===== src/rtl/alu_pkg.sv =====
// Shared definitions for the ALU sharing arbiter: default widths, FSM encoding and opcodes.
package alu_pkg;

    localparam int DATA_W_DEF = 8;
    localparam int OP_W_DEF   = 3;

    typedef enum logic [1:0] {
        IDLE = 2'b00,
        EXEC = 2'b01,
        RESP = 2'b10
    } state_t;

    localparam logic [OP_W_DEF-1:0] ALU_ADD = 3'b000;
    localparam logic [OP_W_DEF-1:0] ALU_SUB = 3'b001;
    localparam logic [OP_W_DEF-1:0] ALU_AND = 3'b010;
    localparam logic [OP_W_DEF-1:0] ALU_OR  = 3'b011;
    localparam logic [OP_W_DEF-1:0] ALU_XOR = 3'b100;

endpackage


===== src/rtl/rr_arb2.sv =====
// Two-way round-robin grant: a lone requester wins, a tie goes to the one not granted last.
module rr_arb2 (
    input  logic [1:0] valid_i,
    input  logic       last_grant_i,
    output logic       grant_o,
    output logic       any_valid_o
);

    // Grant selection
    always_comb begin
        grant_o = 1'b0;
        case (valid_i)
            2'b01:   grant_o = 1'b0;
            2'b10:   grant_o = 1'b1;
            2'b11:   grant_o = ~last_grant_i;
            default: grant_o = 1'b0;
        endcase
    end

    assign any_valid_o = |valid_i;

endmodule


===== src/rtl/alu_share_arbiter.sv =====
// Time-shares one external combinational ALU between two valid/ready requesters,
// registering operands before issue and holding the result until the owner takes it.
module alu_share_arbiter
    import alu_pkg::*;
#(
    parameter int DATA_W = DATA_W_DEF,
    parameter int OP_W   = OP_W_DEF
) (
    input  logic              clk,
    input  logic              reset,
    input  logic              req0_valid,
    output logic              req0_ready,
    input  logic [DATA_W-1:0] req0_a,
    input  logic [DATA_W-1:0] req0_b,
    input  logic [OP_W-1:0]   req0_op,
    input  logic              req1_valid,
    output logic              req1_ready,
    input  logic [DATA_W-1:0] req1_a,
    input  logic [DATA_W-1:0] req1_b,
    input  logic [OP_W-1:0]   req1_op,
    output logic              rsp0_valid,
    input  logic              rsp0_ready,
    output logic [DATA_W-1:0] rsp0_data,
    output logic              rsp0_carry,
    output logic              rsp1_valid,
    input  logic              rsp1_ready,
    output logic [DATA_W-1:0] rsp1_data,
    output logic              rsp1_carry,
    output logic [DATA_W-1:0] alu_a,
    output logic [DATA_W-1:0] alu_b,
    output logic [OP_W-1:0]   alu_op,
    input  logic [DATA_W-1:0] alu_out,
    input  logic              alu_cout,
    output logic              busy,
    output logic              grant_id
);

    state_t              state_q, state_d;
    logic                last_grant_q;
    logic                grant_id_q;
    logic [DATA_W-1:0]   a_q, b_q;
    logic [OP_W-1:0]     op_q;
    logic [DATA_W-1:0]   res_q;
    logic                carry_q;

    logic                grant_s;
    logic                any_valid_s;
    logic                accept_s;
    logic                rsp_take_s;
    logic [DATA_W-1:0]   a_mux_s, b_mux_s;
    logic [OP_W-1:0]     op_mux_s;

    rr_arb2 u_arb (
        .valid_i      ({req1_valid, req0_valid}),
        .last_grant_i (last_grant_q),
        .grant_o      (grant_s),
        .any_valid_o  (any_valid_s)
    );

    assign accept_s   = (state_q == IDLE) && any_valid_s;
    assign rsp_take_s = (state_q == RESP) && (grant_id_q ? rsp1_ready : rsp0_ready);

    // Payload of the granted requester
    always_comb begin
        a_mux_s  = req0_a;
        b_mux_s  = req0_b;
        op_mux_s = req0_op;
        if (grant_s) begin
            a_mux_s  = req1_a;
            b_mux_s  = req1_b;
            op_mux_s = req1_op;
        end else begin
            a_mux_s  = req0_a;
            b_mux_s  = req0_b;
            op_mux_s = req0_op;
        end
    end

    // FSM state register
    always_ff @(posedge clk) begin
        if (reset) begin
            state_q <= IDLE;
        end else begin
            state_q <= state_d;
        end
    end

    // FSM next-state logic
    always_comb begin
        state_d = state_q;
        case (state_q)
            IDLE:    state_d = any_valid_s ? EXEC : IDLE;
            EXEC:    state_d = RESP;
            RESP:    state_d = rsp_take_s ? IDLE : RESP;
            default: state_d = IDLE;
        endcase
    end

    // FSM outputs; everything handshake-related is held low while reset is asserted
    always_comb begin
        req0_ready = 1'b0;
        req1_ready = 1'b0;
        rsp0_valid = 1'b0;
        rsp1_valid = 1'b0;
        busy       = 1'b0;
        if (!reset) begin
            case (state_q)
                IDLE: begin
                    req0_ready = any_valid_s && !grant_s;
                    req1_ready = any_valid_s &&  grant_s;
                end
                EXEC: busy = 1'b1;
                RESP: begin
                    busy       = 1'b1;
                    rsp0_valid = !grant_id_q;
                    rsp1_valid =  grant_id_q;
                end
                default: busy = 1'b0;
            endcase
        end else begin
            busy = 1'b0;
        end
    end

    // Operand, ownership and result registers
    always_ff @(posedge clk) begin
        if (reset) begin
            a_q          <= '0;
            b_q          <= '0;
            op_q         <= '0;
            res_q        <= '0;
            carry_q      <= 1'b0;
            grant_id_q   <= 1'b0;
            last_grant_q <= 1'b1;
        end else begin
            if (accept_s) begin
                a_q        <= a_mux_s;
                b_q        <= b_mux_s;
                op_q       <= op_mux_s;
                grant_id_q <= grant_s;
            end
            if (state_q == EXEC) begin
                res_q   <= alu_out;
                carry_q <= alu_cout;
            end
            if (rsp_take_s) begin
                last_grant_q <= grant_id_q;
            end
        end
    end

    assign alu_a      = a_q;
    assign alu_b      = b_q;
    assign alu_op     = op_q;
    assign rsp0_data  = res_q;
    assign rsp0_carry = carry_q;
    assign rsp1_data  = res_q;
    assign rsp1_carry = carry_q;
    assign grant_id   = grant_id_q;

endmodule


===== config.mk =====
export PLATFORM = sky130hd
export DESIGN_NAME = alu_share_arbiter
export DESIGN_NICKNAME = d
export VERILOG_FILES = /design/src/rtl/alu_pkg.sv /design/src/rtl/rr_arb2.sv /design/src/rtl/alu_share_arbiter.sv
export SDC_FILE = /design/constraint.sdc
export NUM_CORES = 1
export LEC_CHECK = 0
export CORE_MARGIN = 4
export CORE_UTILIZATION = 39
export DETAILED_ROUTE_END_ITERATION = 10
export GPL_TIMING_DRIVEN = 0
export PLACE_DENSITY = 0.85
export SYNTH_ARGS = -nofsm -noshare
export SYNTH_HDL_FRONTEND = slang
export SYNTH_SLANG_ARGS = --single-unit

===== constraint.sdc =====
create_clock -name clk -period 3.65 [get_ports clk]
set_input_delay 0.73 -clock clk [delete_from_list [all_inputs] [get_ports clk]]
set_output_delay 0.73 -clock clk [all_outputs]
set_load 0.1 [all_outputs]

==> results by group, run 1 <==
Floorplanning
  • IO Count: between 90 and 100
  • Die Y: just over 70 um
  • Die width: 70.5 um
  • Die footprint: a little under 5000 um2
  • Initial Util: roughly 40%
  • Core Area: between 3000 and 4000 um2
  • Row Count: 22

Synthesis
  • Post-synth top area share: between 40% and 50%
  • Multiplexer share of the synthesized area: 6.57%
  • Ys async rst share: 0%
  • Largest family of logic cells by synthesized area: compound AO/OA/AOI/OAI gates
  • Post-Synth XOR/XNOR Area: 0%
  • Distinct cells, synth: 24
  • Area leader, netlist: dfxtp_1
  • Average size of a mapped cell: between 8 and 9 um2
  • Synth Area in Compound Gates: between 20 and 25%
  • Most frequent cells after synthesis: dfxtp_1 (32), nor2_1 (28), a21oi_1 (23), nand2_1 (22), buf_4 (14)
  • Synth Register Bits: 32
  • Post-synth EDFFs: 0
  • Synth area leaders: dfxtp_1 (42%), a21oi_1 (7.6%), a211oi_2 (7.4%), buf_4 (6.9%), nor2_1 (6.9%)
  • Count leader, synth: dfxtp_1
  • Yosys warns: 0
  • Post-Syn Instances: 174
  • Synth Area in Simple Gates: between 10% and 20%
  • Syn Nets: ~230
  • Post-Syn Area: 1520 um2
  • Adder-cell share of the synthesized area: under 10%
  • Seq/Total Area, Yosys: about 42%
  • Main flop type after synthesis: dfxtp_1

Critical path
  • CP required: between 2 and 3 ns
  • Setup crit end: req1_ready
  • RR Endpoint: alu_b[7]
  • Startpoint Class: input pin
  • Crit end category: output port
  • CP Max Fanout: 10
  • Crit path DAT: between 2 and 3 ns
  • Critical path start-end classification: input pin to output port
  • Worst reg2reg path depth: 6
  • R2R setup slack: 2.11 ns
  • Worst r2r src: state_q[0]
  • CP Launch Point: req1_valid

Clock tree
  • Skew-Pair Late Insertion Delay: 0.28 ns
  • Max Root-Sink Buffers: 2
  • Clock tree sinks: 32
  • CTS clk-pin slew, worst paths: approximately 0.06 ns
  • # H-tree levels: 2
  • Total CTS buffers: 5
  • Hold Buf Count CTS: 0
  • CTS tree: done
  • Root Buffer: clkbuf_8

Power and ir drop
  • PD cells: 507 nW/um2
  • Design Power: 1320 uW
  • Pleak: around 0.0011 uW
  • Worst vdd ir: between 0.2 and 0.25 mV

Timing
  • Hold Vio Cnt, Final: 0
  • Finish-stage setup viols: 0
  • Worst Tran Pin Value: around 1.0 ns
  • Clock Skews: 0.00308 ns
  • Final Cycle Share: 95.3%
  • RSZ-0062 raised after global routing: false
  • Fmax: 287 MHz
  • Slew headroom: between 30% and 40%
  • Final Max Tran Viols: 0
  • Fin Setup TNS: 0 ns
  • Min Tclk post-route: ~3.5 ns

GRT
  • First-pass GRT wire length: around 6.9 mm
  • Number of global-route vias before repair: about 1500
  • Total gr overflow: 0
  • Initial antenna violation count: 0
  • Largest net degree at the start of global routing: 11
  • GR Util All Layers: 17.6%

Route
  • DR vias/cell: about 4.8
  • Antenna Violating Nets Remaining: 0
  • Drt pass-1 iters: 4
  • DR iter-0 viols: 42
  • Vias: roughly 1500
  • Post-detailed-route wirelength per cell: 13.2 um
  • DRT Wirelength: between 4 and 5 mm
  • # DRC: 0

Run
  • Max-Cap Viols: 0

Cells and area
  • End-of-flow core utilization: a little over two thirds
  • P&R area growth vs syn: 71.6%
  • Finished Cell Area: between 2000 and 3000 um2
  • # diodes: 0
  • # nets final: between 300 and 400
  • Layout cells sized above 1: between 10 and 15%

Placed design
  • Number of I/O port buffers: between 90 and 100
  • Dpl cell area: between 2000 and 3000 um2
  • RD Place Congestion: approximately 0.77
  • Post-DP HPWL: between 3 and 4 mm

Outcome
  • Status: finished clean

Worst hold path
  • Hold/Removal Path Class: flip-flop to flip-flop
[through the flow]
step	setup WS (ns)	instances	hold slack [ns]
2_1_floorplan	0.493	174	0.473
6_report	0.170	323	0.501
3_5_place_dp	-0.128	316	0.496
5_1_grt	0.0609	323	0.519
3_3_place_gp	-0.111	316	0.485
4_1_cts	0.0279	323	0.506
[timing repair]
action,4_1_cts,5_1_grt
resized for setup,1,1
pin swaps,0,0
setup endpoints to repair,1,1
setup buffers,0,0
[cell usage in the layout, fill, tap and decap left out, drive strengths merged]
cell type and count:
a211oi 18, a21bo 1, a21boi 1, a21oi 23, a32oi 1, and3b 1
buf 22, clkbuf 6, clkdlybuf4s50 92, clkinv 1, dfxtp 32, dlygate4sd2 1
dlymetal6s2s 1, ha 4, inv 2, mux2i 10, nand2 22, nand3 2
nor2 28, nor2b 1, nor3 2, nor3b 1, o21a 1, o21ai 1
o21bai 1
[logic make-up after synthesis]
group           after synthesis
fa+ha+maj                     4
buf+inv                      24
mux                          10
compound gates               47
flops                        32
simple gates                 57
[layout make-up]
class	count	area [um2]
Clock inverter	1	5.00
Timing Repair Buffer	94	942
Buffer	22	149
Sequential cell	32	641
Inverter	2	7.51
Fill cell	311	1100
Tap cell	48	60.1
Multi-Input combinational cell	118	736
Clock buffer	6	72.6
[registers in the layout, summed over array words and instances, names as in the netlist]
register      count
rsp0_carry        1
grant_id          1
rsp0_data         8
alu_a             8
state_q           2
last_grant_q      1
alu_op            3
alu_b             8
[routing by layer]
metal,track usage [%],share of wire [%],vias up
li1,-,-,787
met1,20.1,43,686
met2,29.0,46,68
met3,8.92,11,5
met4,4.47,0.63,0
met5,0,0,-
[worst min-delay path by stage]
stage	start	end	slack (ns)	cells after the start
2_1_floorplan	state_q[0]	state_q[1]	0.47	2
3_3_place_gp	alu_a[5]	alu_a[5]	0.48	2
3_5_place_dp	alu_a[5]	alu_a[5]	0.50	2
4_1_cts	alu_a[5]	alu_a[5]	0.51	2
5_1_grt	alu_a[5]	alu_a[5]	0.52	2
6_report	alu_b[0]	alu_b[0]	0.50	2
[power by group]
group          leakage, uW  switching [uW]  total [uW]  internal [uW]
logic             0.000759             462         659            197
registers         0.000264            24.9         415            390
clock network    0.0000410             121         250            129
[critical path: stages]
cell             delay (ns)
clkdlybuf4s50_1        0.51
a21boi_2               0.21
buf_2                  0.25
nand2_1                0.10
nor2_1                 0.08
dlygate4sd2_1          0.87
(Power assumes the default switching activity.)
==> run 2: changes to the inputs <==
Settings changed: CORE_UTILIZATION 39 to 35, PLACE_DENSITY 0.85 to 0.77.
==> results by group, run 2 (same netlist as run 1, synthesis figures left out) <==
Cells and area
  • P&R area growth vs syn: 72.6% (was 71.6%)
  • Filler cell count: 383 (was 311)
  • # diodes: 0 (unchanged)
  • Reg area: 641 um2 (unchanged)
  • Most common cell after layout, fill and taps aside: clkdlybuf4s50_1 (unchanged)
  • Layout cells sized above 1: 14.1% (was 14.2%)
  • # nets final: 332 (unchanged)
  • Commonest non-fill, non-tap cells in the layout: clkdlybuf4s50_1 (92), dfxtp_1 (32), nor2_1 (28) (unchanged)
  • End-of-flow core utilization: 63.8% (was 70.3%)
  • Multi-input gate area: 736 um2 (unchanged)
  • Non-filler cells, final: 326 (was 323)

Floorplanning
  • Die footprint: 5470 um2 (was 4970 um2)
  • Row Count: 23 (was 22)
  • IO Count: 96 (unchanged)
  • Initial Util: 37.0% (was 41.0%)
  • Die width: 74.0 um (was 70.5 um)
  • Die Y: 74.0 um (was 70.5 um)
  • Core Area: 4120 um2 (was 3720 um2)

Route
  • WL met1: 1.84 mm (was 1.82 mm)
  • DR top layer: met4 (unchanged)
  • Post-detailed-route wirelength per cell: 13.4 um (was 13.2 um)
  • # DRC: 0 (unchanged)
  • DRT Wirelength: 4.38 mm (was 4.27 mm)
  • Antenna Violating Nets Remaining: 0 (unchanged)
  • DR vias/cell: 4.81 (was 4.79)
  • Met3 wire len: 505 um (was 481 um)
  • Drt pass-1 iters: 4 (unchanged)
  • DR iter-0 viols: 75 (was 42)
  • WL met2: 2.00 mm (was 1.94 mm)
  • Vias: 1569 (was 1546)

Timing
  • Worst Tran Pin Value: 0.990 ns (was 0.995 ns)
  • Min Tclk post-route: 3.46 ns (was 3.48 ns)
  • Final WS setup: 0.188 ns (was 0.170 ns)
  • Final Max Tran Viols: 0 (unchanged)
  • Fin Setup TNS: 0 ns (unchanged)
  • Hold Vio Cnt, Final: 0 (unchanged)
  • Finish-stage setup viols: 0 (unchanged)
  • Clock Skews: 0.00396 ns (was 0.00308 ns)
  • Fmax: 289 MHz (was 287 MHz)
  • Final Cycle Share: 94.9% (was 95.3%)
  • Hold slack: 0.500 ns (was 0.501 ns)
  • RSZ-0062 raised after global routing: false (unchanged)
  • Slew headroom: 33.8% (was 33.4%)

Placed design
  • Post-DP HPWL: 3.40 mm (was 3.34 mm)
  • RD Place Congestion: 0.712 (was 0.775)
  • Placement Setup Slack: -0.124 ns (was -0.128 ns)
  • Placed cells: 318 (was 316)
  • Number of I/O port buffers: 94 (unchanged)

Clock tree
  • CTS clk-pin slew, worst paths: 0.06 ns (about the same)
  • Hold Buf Count CTS: 0 (unchanged)
  • Clock tree sinks: 32 (unchanged)
  • Max Root-Sink Buffers: 2 (unchanged)
  • # H-tree levels: 2 (unchanged)
  • CTS tree: done (unchanged)
  • Setup bufs post-CTS: 0 (unchanged)
  • Total CTS buffers: 5 (unchanged)
  • # resized after CTS: 1 (unchanged)
  • Skew-Pair Late Insertion Delay: 0.28 ns (about the same)
  • Root Buffer: clkbuf_8 (unchanged)

Critical path
  • Crit path cell chain: clkdlybuf4s50_1 -> a21boi_2 -> buf_2 -> nand2_1 -> nor2_1 -> dlygate4sd2_1 (unchanged)
  • Startpoint Class: input pin (unchanged)
  • Slowest CP cell: dlygate4sd2_1 (unchanged)
  • Delay-heaviest family, CP: buffers and inverters (unchanged)
  • CP Buf/Inv Count: 3 (unchanged)
  • CP Max Fanout: 10 (unchanged)
  • CP required: 2.92 ns (about the same)
  • Critical path start-end classification: input pin to output port (unchanged)
  • Max incr delay on CP: 0.85 ns (was 0.87 ns)
  • Crit path DAT: 2.73 ns (was 2.75 ns)
  • Crit end category: output port (unchanged)

GRT
  • Number of global-route vias before repair: 1505 (was 1496)
  • Largest net degree at the start of global routing: 11 (unchanged)
  • Total gr overflow: 0 (unchanged)
  • GR Util All Layers: 16.1% (was 17.6%)
  • First-pass GRT wire length: 6.89 mm (was 6.94 mm)
  • Initial antenna violation count: 0 (unchanged)

Power and ir drop
  • PD cells: 513 nW/um2 (was 507 nW/um2)
  • Pleak: 0.00107 uW (was 0.00106 uW)
  • Worst vdd ir: 0.267 mV (was 0.235 mV)

Worst hold path
  • Hold/Removal Path Class: flip-flop to flip-flop (unchanged)

Outcome
  • Status: finished clean (unchanged)

Run
  • Max-Cap Viols: 0 (unchanged)
[run 2: metal layers]
layer  GRT usage [%]  vias up
met2            27.3       69
li1                -      789
met3            7.43        7
met1            18.5      704
met5               0        -
met4            4.23        0
[run 2: cell type report]
| class | count | area share, % |
|---|---|---|
| plain buffers | 22 | 5.67 |
| repair buffers | 94 | 35.9 |
| flip-flops and latches | 32 | 24.4 |
| well taps | 50 | 2.38 |
| multi-input cells | 118 | 28.0 |
| inverters | 2 | 0.286 |
| clock buffers | 8 | 3.43 |
[run 2: power breakdown]
| group | internal, uW | leakage [uW] | switching, uW | total (uW) |
|---|---|---|---|---|
| registers | 390 | 0.000264 | 25.0 | 415 |
| logic | 197 | 0.000759 | 463 | 660 |
| clock network | 154 | 0.0000455 | 121 | 274 |
[run 2: worst paths after layout]
| check | from | to | slack, ns | depth (start not counted) |
|---|---|---|---|---|
| worst min register to register | alu_op[0] | alu_op[0] | 0.50 | 2 |
| worst max register to register | state_q[0] | alu_op[2] | 2.08 | 6 |
| worst min-delay path | alu_op[0] | alu_op[0] | 0.50 | 2 |
| worst max-delay path | req1_valid | req1_ready | 0.19 | 6 |
[run 2: tightest hold or removal path: stages (launching register included)]
cell and delay, ns:
dfxtp_1 0.31, nor2_1 0.09, a211oi_1 0.05
[run 2: per-stage QoR]
stage / total power, uW / cell area [um2]
3_3_place_gp: 1080 / 2540
3_5_place_dp: 1090 / 2540
2_1_floorplan: 906 / 1530
6_report: 1350 / 2630
4_1_cts: 1360 / 2630
5_1_grt: 1410 / 2630
==> edit 1, RTL diff (config.mk and constraints of run 1) <==
`OP_W_DEF`: 3 -> 5.
--- a/src/rtl/alu_pkg.sv
+++ b/src/rtl/alu_pkg.sv
@@ -2,7 +2,7 @@
 package alu_pkg;
 
     localparam int DATA_W_DEF = 8;
-    localparam int OP_W_DEF   = 3;
+    localparam int OP_W_DEF   = 5;
 
     typedef enum logic [1:0] {
         IDLE = 2'b00,
Interface: changed (resized alu_op, req0_op and req1_op); port bits go from 96 to 102. The function was not compared with the original's and may differ.
==> edit 1 against run 1 <==
  * Synthesized area up 8.4%
  * Final area is 8.2% higher
  * Critical path depth decreased by 2
  * Non-clock buffer count up 7
  * Routed wire length rose by 9.9%
  * Hold slack worse by 0.0013 ns
  * Sequential cell count grew 2
  * Total power increased by 8.4%
  * Worst setup slack got worse by 0.070 ns
  * Global-route usage rose by 0.77 points
  * Maximum frequency is 2.0% lower
  * First-iteration DRC count rose by 100%
  * Critical endpoint is now rsp1_valid
==> edit 1: results (changes against run 1) <==
[cts]
cts_post_setup_buffers_inserted=0  ; unchanged
cts_buffer_depth=2  ; unchanged
clk_pin_slew_ns=0.07
cts_buffers=5  ; unchanged
cts_root_buf=clkbuf_8  ; unchanged
clock_latency_ns=0.28  ; about the same
htreeDepth=2  ; unchanged

[min_path]
min_from=alu_op[0]  ; was alu_b[0]
hold_depth=2  ; unchanged
hp-class=reg2reg  ; unchanged
hold_path_end=alu_op[0]  ; was alu_b[0]

[setup_path]
r2r_slack_ns=2.05  ; was 2.11 ns
r2r-end=alu_a[4]  ; was alu_b[7]
rr_worst_depth=6  ; unchanged
critPathArrivalTime_ns=2.82  ; was 2.75 ns
slowest_stage=clkdlybuf4s50_1  ; was dlygate4sd2_1
r2r_start=state_q[0]  ; unchanged
path_max_fanout=10  ; unchanged
cp_top_family=buffers and inverters  ; unchanged
crit_path_max_incr_delay_ns=1.14  ; was 0.87 ns

[yosys]
yosys_most_used_dff=dfxtp_1  ; unchanged
yosys_warnings=0  ; unchanged
async_reset_ff_share_pct=0  ; unchanged
ys_top_cells_by_count=34 x dfxtp_1, 28 x nor2_1, 20 x nand2_1, 12 x a21oi_1  ; was 32 x dfxtp_1, 28 x nor2_1, 23 x a21oi_1, 22 x nand2_1, 14 x buf_4
yosys-top-cells-area=dfxtp_1 41%, a211oi_2 6.8%, nor2_1 6.4%  ; was dfxtp_1 42%, a21oi_1 7.6%, a211oi_2 7.4%
synthesis.nets=239  ; was 231
yosysUniqueCellTypes=29  ; was 24
yosysSeqAreaShare_pct=41.24  ; was 42.07%

[routing]
drt_wl_total_mm=4.688  ; was 4.265 mm
vias_per_cell=4.893  ; was 4.786
drt_iter0_markers=85  ; was 42
dr.pass1.iters=4  ; unchanged

[timing]
worst_slew_pin_slew_ns=0.9984  ; was 0.9951 ns
finClkSkew_ns=0.003955  ; was 0.003075 ns
holdWs_ns=0.4997  ; was 0.5010 ns

[global_routing]
grt_pass1_vias=1654  ; was 1496
antenna_found_initial=0  ; unchanged
grt_pass1_wl_mm=7.714  ; was 6.941 mm
grt_max_degree=11  ; unchanged
grt_usage_pct=18.37  ; was 17.60%

[power]
vdd_drop_max_mv=0.2641  ; was 0.2346 mV
p_leak_nw=1.133  ; was 1.065 nW

[placed_design]
port_buffers=101  ; was 94
gp_congestion=0.7069  ; was 0.7746
dp_hpwl_mm=3.597  ; was 3.345 mm

[outcome]
outcome=completed  ; unchanged

[layout]
fillers=354  ; was 311
drive_gt1_share_pct=17.07  ; was 14.18%
final_nets=347  ; was 332
diodes=0  ; unchanged

==> edit 1: per-stage QoR <==
stage | setup TNS (ns) | instances | setup WS, ns | cell area [sq um]
final | 0 | 337 | 0.1001 | 2826
after global routing | 0 | 337 | 0.04076 | 2826
after CTS | 0 | 337 | 0.06373 | 2824
after detailed placement | -0.1075 | 329 | -0.1075 | 2734
after global placement | -0.1048 | 329 | -0.1048 | 2734
after floorplan | 0 | 178 | 0.6908 | 1660
==> edit 1: repair_timing <==
action / CTS / global route
resized for setup: 1 / 1
endpoints found under the hold margin: 0 / 0
pin swaps: 0 / 0
endpoints found under the setup margin: 1 / 1
==> edit 1: power by group <==
group | internal (W) | leakage [nW] | switching, W
Clock | 0.000152 | 0.0482 | 0.000132
Combinational | 0.000214 | 0.804 | 0.000496
Sequential | 0.000414 | 0.281 | 0.0000262
Total | 0.000781 | 1.13 | 0.000654
==> edit 1: worst min-delay path: cells and delay by family, from the launching register on <==
family,cells,cell delay (ns)
AOI/OAI and AO/OA,1,0.05
and+or+nand+nor,1,0.09
DFF,1,0.31
==> edit 1: worst max path at each step <==
stage	from	to	slack, ns	depth (start not counted)
final	reset	rsp1_valid	0.10	4
after global routing	reset	rsp1_valid	0.04	4
after CTS	req1_valid	req0_ready	0.06	4
after detailed placement	req1_valid	req1_ready	-0.11	5
after global placement	req1_valid	req1_ready	-0.10	5
after floorplan	reset	busy	0.69	2
==> edit 1: routing by layer <==
metal  GRT usage [%]  up-vias  routed length, um
li1                -      823                  -
met2           29.59       67               2129
met3           6.198        6                458
met5               0        -                  0
met1           23.12      753               2049
met4           5.533        0                 51
==> edit 1: layout make-up <==
cell class                      instances  share of cell area [%]
Sequential cell                        34                   24.08
Inverter                                2                  0.2656
Clock buffer                            7                   3.054
Buffer                                 22                   5.489
Timing Repair Buffer                  101                   35.81
Tap cell                               50                   2.213
Multi-Input combinational cell        120                   28.91
Clock inverter                          1                  0.1771
==> edit 1: cells by family (layout without fill, tap and decap cells) <==
group | after synthesis | after routing | synth area share, %
AO/OA/AOI/OAI | 48 | 48 | 24.11
adder cells (fa/ha/maj) | 4 | 4 | 3.033
buffers and inverters | 24 | 133 | 9.855
flip-flops | 34 | 34 | 41.24
multiplexers | 10 | 10 | 6.065
AND/OR/NAND/NOR | 58 | 58 | 15.69
==> edit 2, RTL diff (settings of run 1) <==
Without the edit above. The 3 states of `state_t` get a one-hot encoding in 3 bits.
--- a/src/rtl/alu_pkg.sv
+++ b/src/rtl/alu_pkg.sv
@@ -4,10 +4,10 @@
     localparam int DATA_W_DEF = 8;
     localparam int OP_W_DEF   = 3;
 
-    typedef enum logic [1:0] {
-        IDLE = 2'b00,
-        EXEC = 2'b01,
-        RESP = 2'b10
+    typedef enum logic [2:0] {
+        IDLE = 3'b001,
+        EXEC = 3'b010,
+        RESP = 3'b100
     } state_t;
 
     localparam logic [OP_W_DEF-1:0] ALU_ADD = 3'b000;
Function: no difference found for any inputs over 10 cycles, from zero or initial values and one cycle with reset high; not proved beyond that.
==> edit 2 against run 1 <==
  * Critical path depth up 1
  * Final cell count down 4.0%
  * Total power is 1.1% lower
  * Synthesized area up 0.90%
  * Final area grew 0.62%
  * Synthesized cell count down 8.0%
  * Worst setup slack improved by 0.075 ns
  * Routed wire length increased by 10%
  * Die area grew 0.80%
  * Clock skew up 0.0030 ns
  * Sequential cell count grew 1
  * First-iteration DRC count up 74%
  * Global-route usage increased by 1.5 points
==> edit 2: results (changes against run 1) <==
[timing]
worst_slew_pin_slew_ns=1.003  ; was 0.9951 ns
finClkSkew_ns=0.006107  ; was 0.003075 ns

[global_routing]
grt_usage_pct=19.13  ; was 17.60%
grt_pass1_wl_mm=7.755  ; was 6.941 mm

[yosys]
ys_top_cells_by_count=33 x dfxtp_1, 20 x nand2b_1, 19 x o32ai_1, 17 x a22oi_1, 13 x nor2_1  ; was 32 x dfxtp_1, 28 x nor2_1, 23 x a21oi_1, 22 x nand2_1, 14 x buf_4
muxShareOfSynthArea_pct=5.863  ; was 6.574%
yosys-top-cells-area=dfxtp_1 43%, o32ai_1 11%, a22oi_1 8.3%  ; was dfxtp_1 42%, a21oi_1 7.6%, a211oi_2 7.4%
yosysSeqAreaShare_pct=43.00  ; was 42.07%
synth_compound_area_share_pct=24.59  ; was 22.68%
synthCells=160  ; was 174
yosysUniqueCellTypes=30  ; was 24
synthesis.nets=213  ; was 231

[routing]
vias_per_cell=5.119  ; was 4.786
dr_wl_met2_mm=2.259  ; was 1.941 mm
vias=1587  ; was 1546
drt_iter0_markers=73  ; was 42
met3_length_um=462  ; was 481 um

[power]
vdd_drop_max_mv=0.3224  ; was 0.2346 mV
p_leak_nw=0.9765  ; was 1.065 nW
powerDensity_nw_per_um2=497.9  ; was 506.6 nW/um^2

[setup_path]
critPathArrivalTime_ns=2.68  ; was 2.75 ns

[placed_design]
dp_cells=302  ; was 316
gp_congestion=0.7536  ; was 0.7746

[layout]
final_nets=314  ; was 332

[outcome]
outcome=completed  ; unchanged

==> edit 2: cell types whose count changed in the layout (fill, tap and decap cells not counted), moves of 5 or more <==
cell / run 1 / this run
nor2_1: 28 / 13
a211oi_1: 9 / 0
a22oi_1: 0 / 17
o32ai_1: 0 / 19
nand2b_1: 0 / 20
nand2_1: 22 / 2
buf_4: 14 / 9
a21oi_1: 23 / 2
clkbuf_1: 1 / 13
a211oi_2: 9 / 0
==> edit 2: report_power, final <==
| part | switching [W] | total [W] | internal [W] |
|---|---|---|---|
| registers | 0.0000261 | 0.000431 | 0.000405 |
| logic | 0.000437 | 0.000619 | 0.000182 |
| clock network | 0.000123 | 0.000259 | 0.000135 |
==> edit 2: kinds of logic (layout without fill, tap and decap cells) <==
family / after synthesis / in the layout
AO/OA/AOI/OAI: 48 / 48
AND/OR/NAND/NOR: 44 / 44
flip-flops: 33 / 33
buffers and inverters: 25 / 127
multiplexers: 9 / 9
XOR/XNOR: 1 / 1
==> edit 2: worst max-delay path, cell delays in order <==
cell and delay [ns]:
clkdlybuf4s50_1 0.59, nor2_1 0.09, or3_1 0.32, buf_6 0.15, buf_8 0.14, nor2_1 0.08, clkdlybuf4s15_2 0.57
==> edit 2: worst paths after layout <==
kind	cells after the start	slack, ns	start	end
max	7	0.24	req0_valid	req0_ready
min	2	0.48	alu_b[5]	alu_b[5]
max reg2reg	5	1.94	state_q[0]	alu_b[3]
min reg2reg	2	0.48	alu_b[5]	alu_b[5]
==> edit 2: timing repair <==
action,4_1_cts,5_1_grt
setup endpoints to repair,2,1
buffers inserted,0,0
gates resized for setup,4,2
==> edit 2: area by class of cell <==
cell class / count / area [sq um] / area share [%]
Multi-Input combinational cell: 102 / 743.2 / 28.27
Buffer: 22 / 136.4 / 5.188
Sequential cell: 33 / 660.6 / 25.13
Timing Repair Buffer: 94 / 937.1 / 35.65
Tap cell: 48 / 60.06 / 2.285
Clock buffer: 8 / 80.08 / 3.046
Inverter: 3 / 11.26 / 0.4284
==> edit 2: stage by stage <==
| stage | worst slack [ns] | util (%) | cell area [sq um] | hold slack, ns |
|---|---|---|---|---|
| 6_report | 0.2446 | 70.22 | 2629 | 0.4765 |
| 5_1_grt | 0.1597 | 70.22 | 2629 | 0.4948 |
| 4_1_cts | 0.05606 | 70.32 | 2633 | 0.4766 |
| 3_5_place_dp | -0.3325 | 68.18 | 2552 | 0.4643 |
| 3_3_place_gp | -0.3130 | 68.18 | 2552 | 0.4616 |
| 2_1_floorplan | 0.1263 | - | 1551 | 0.5231 |
==> edit 2: routing by layer <==
layer / GRT usage [%] / up-vias
met5: 0 / -
met4: 6.263 / 0
met3: 8.523 / 7
met2: 32.75 / 67
met1: 21.13 / 725
li1: - / 788
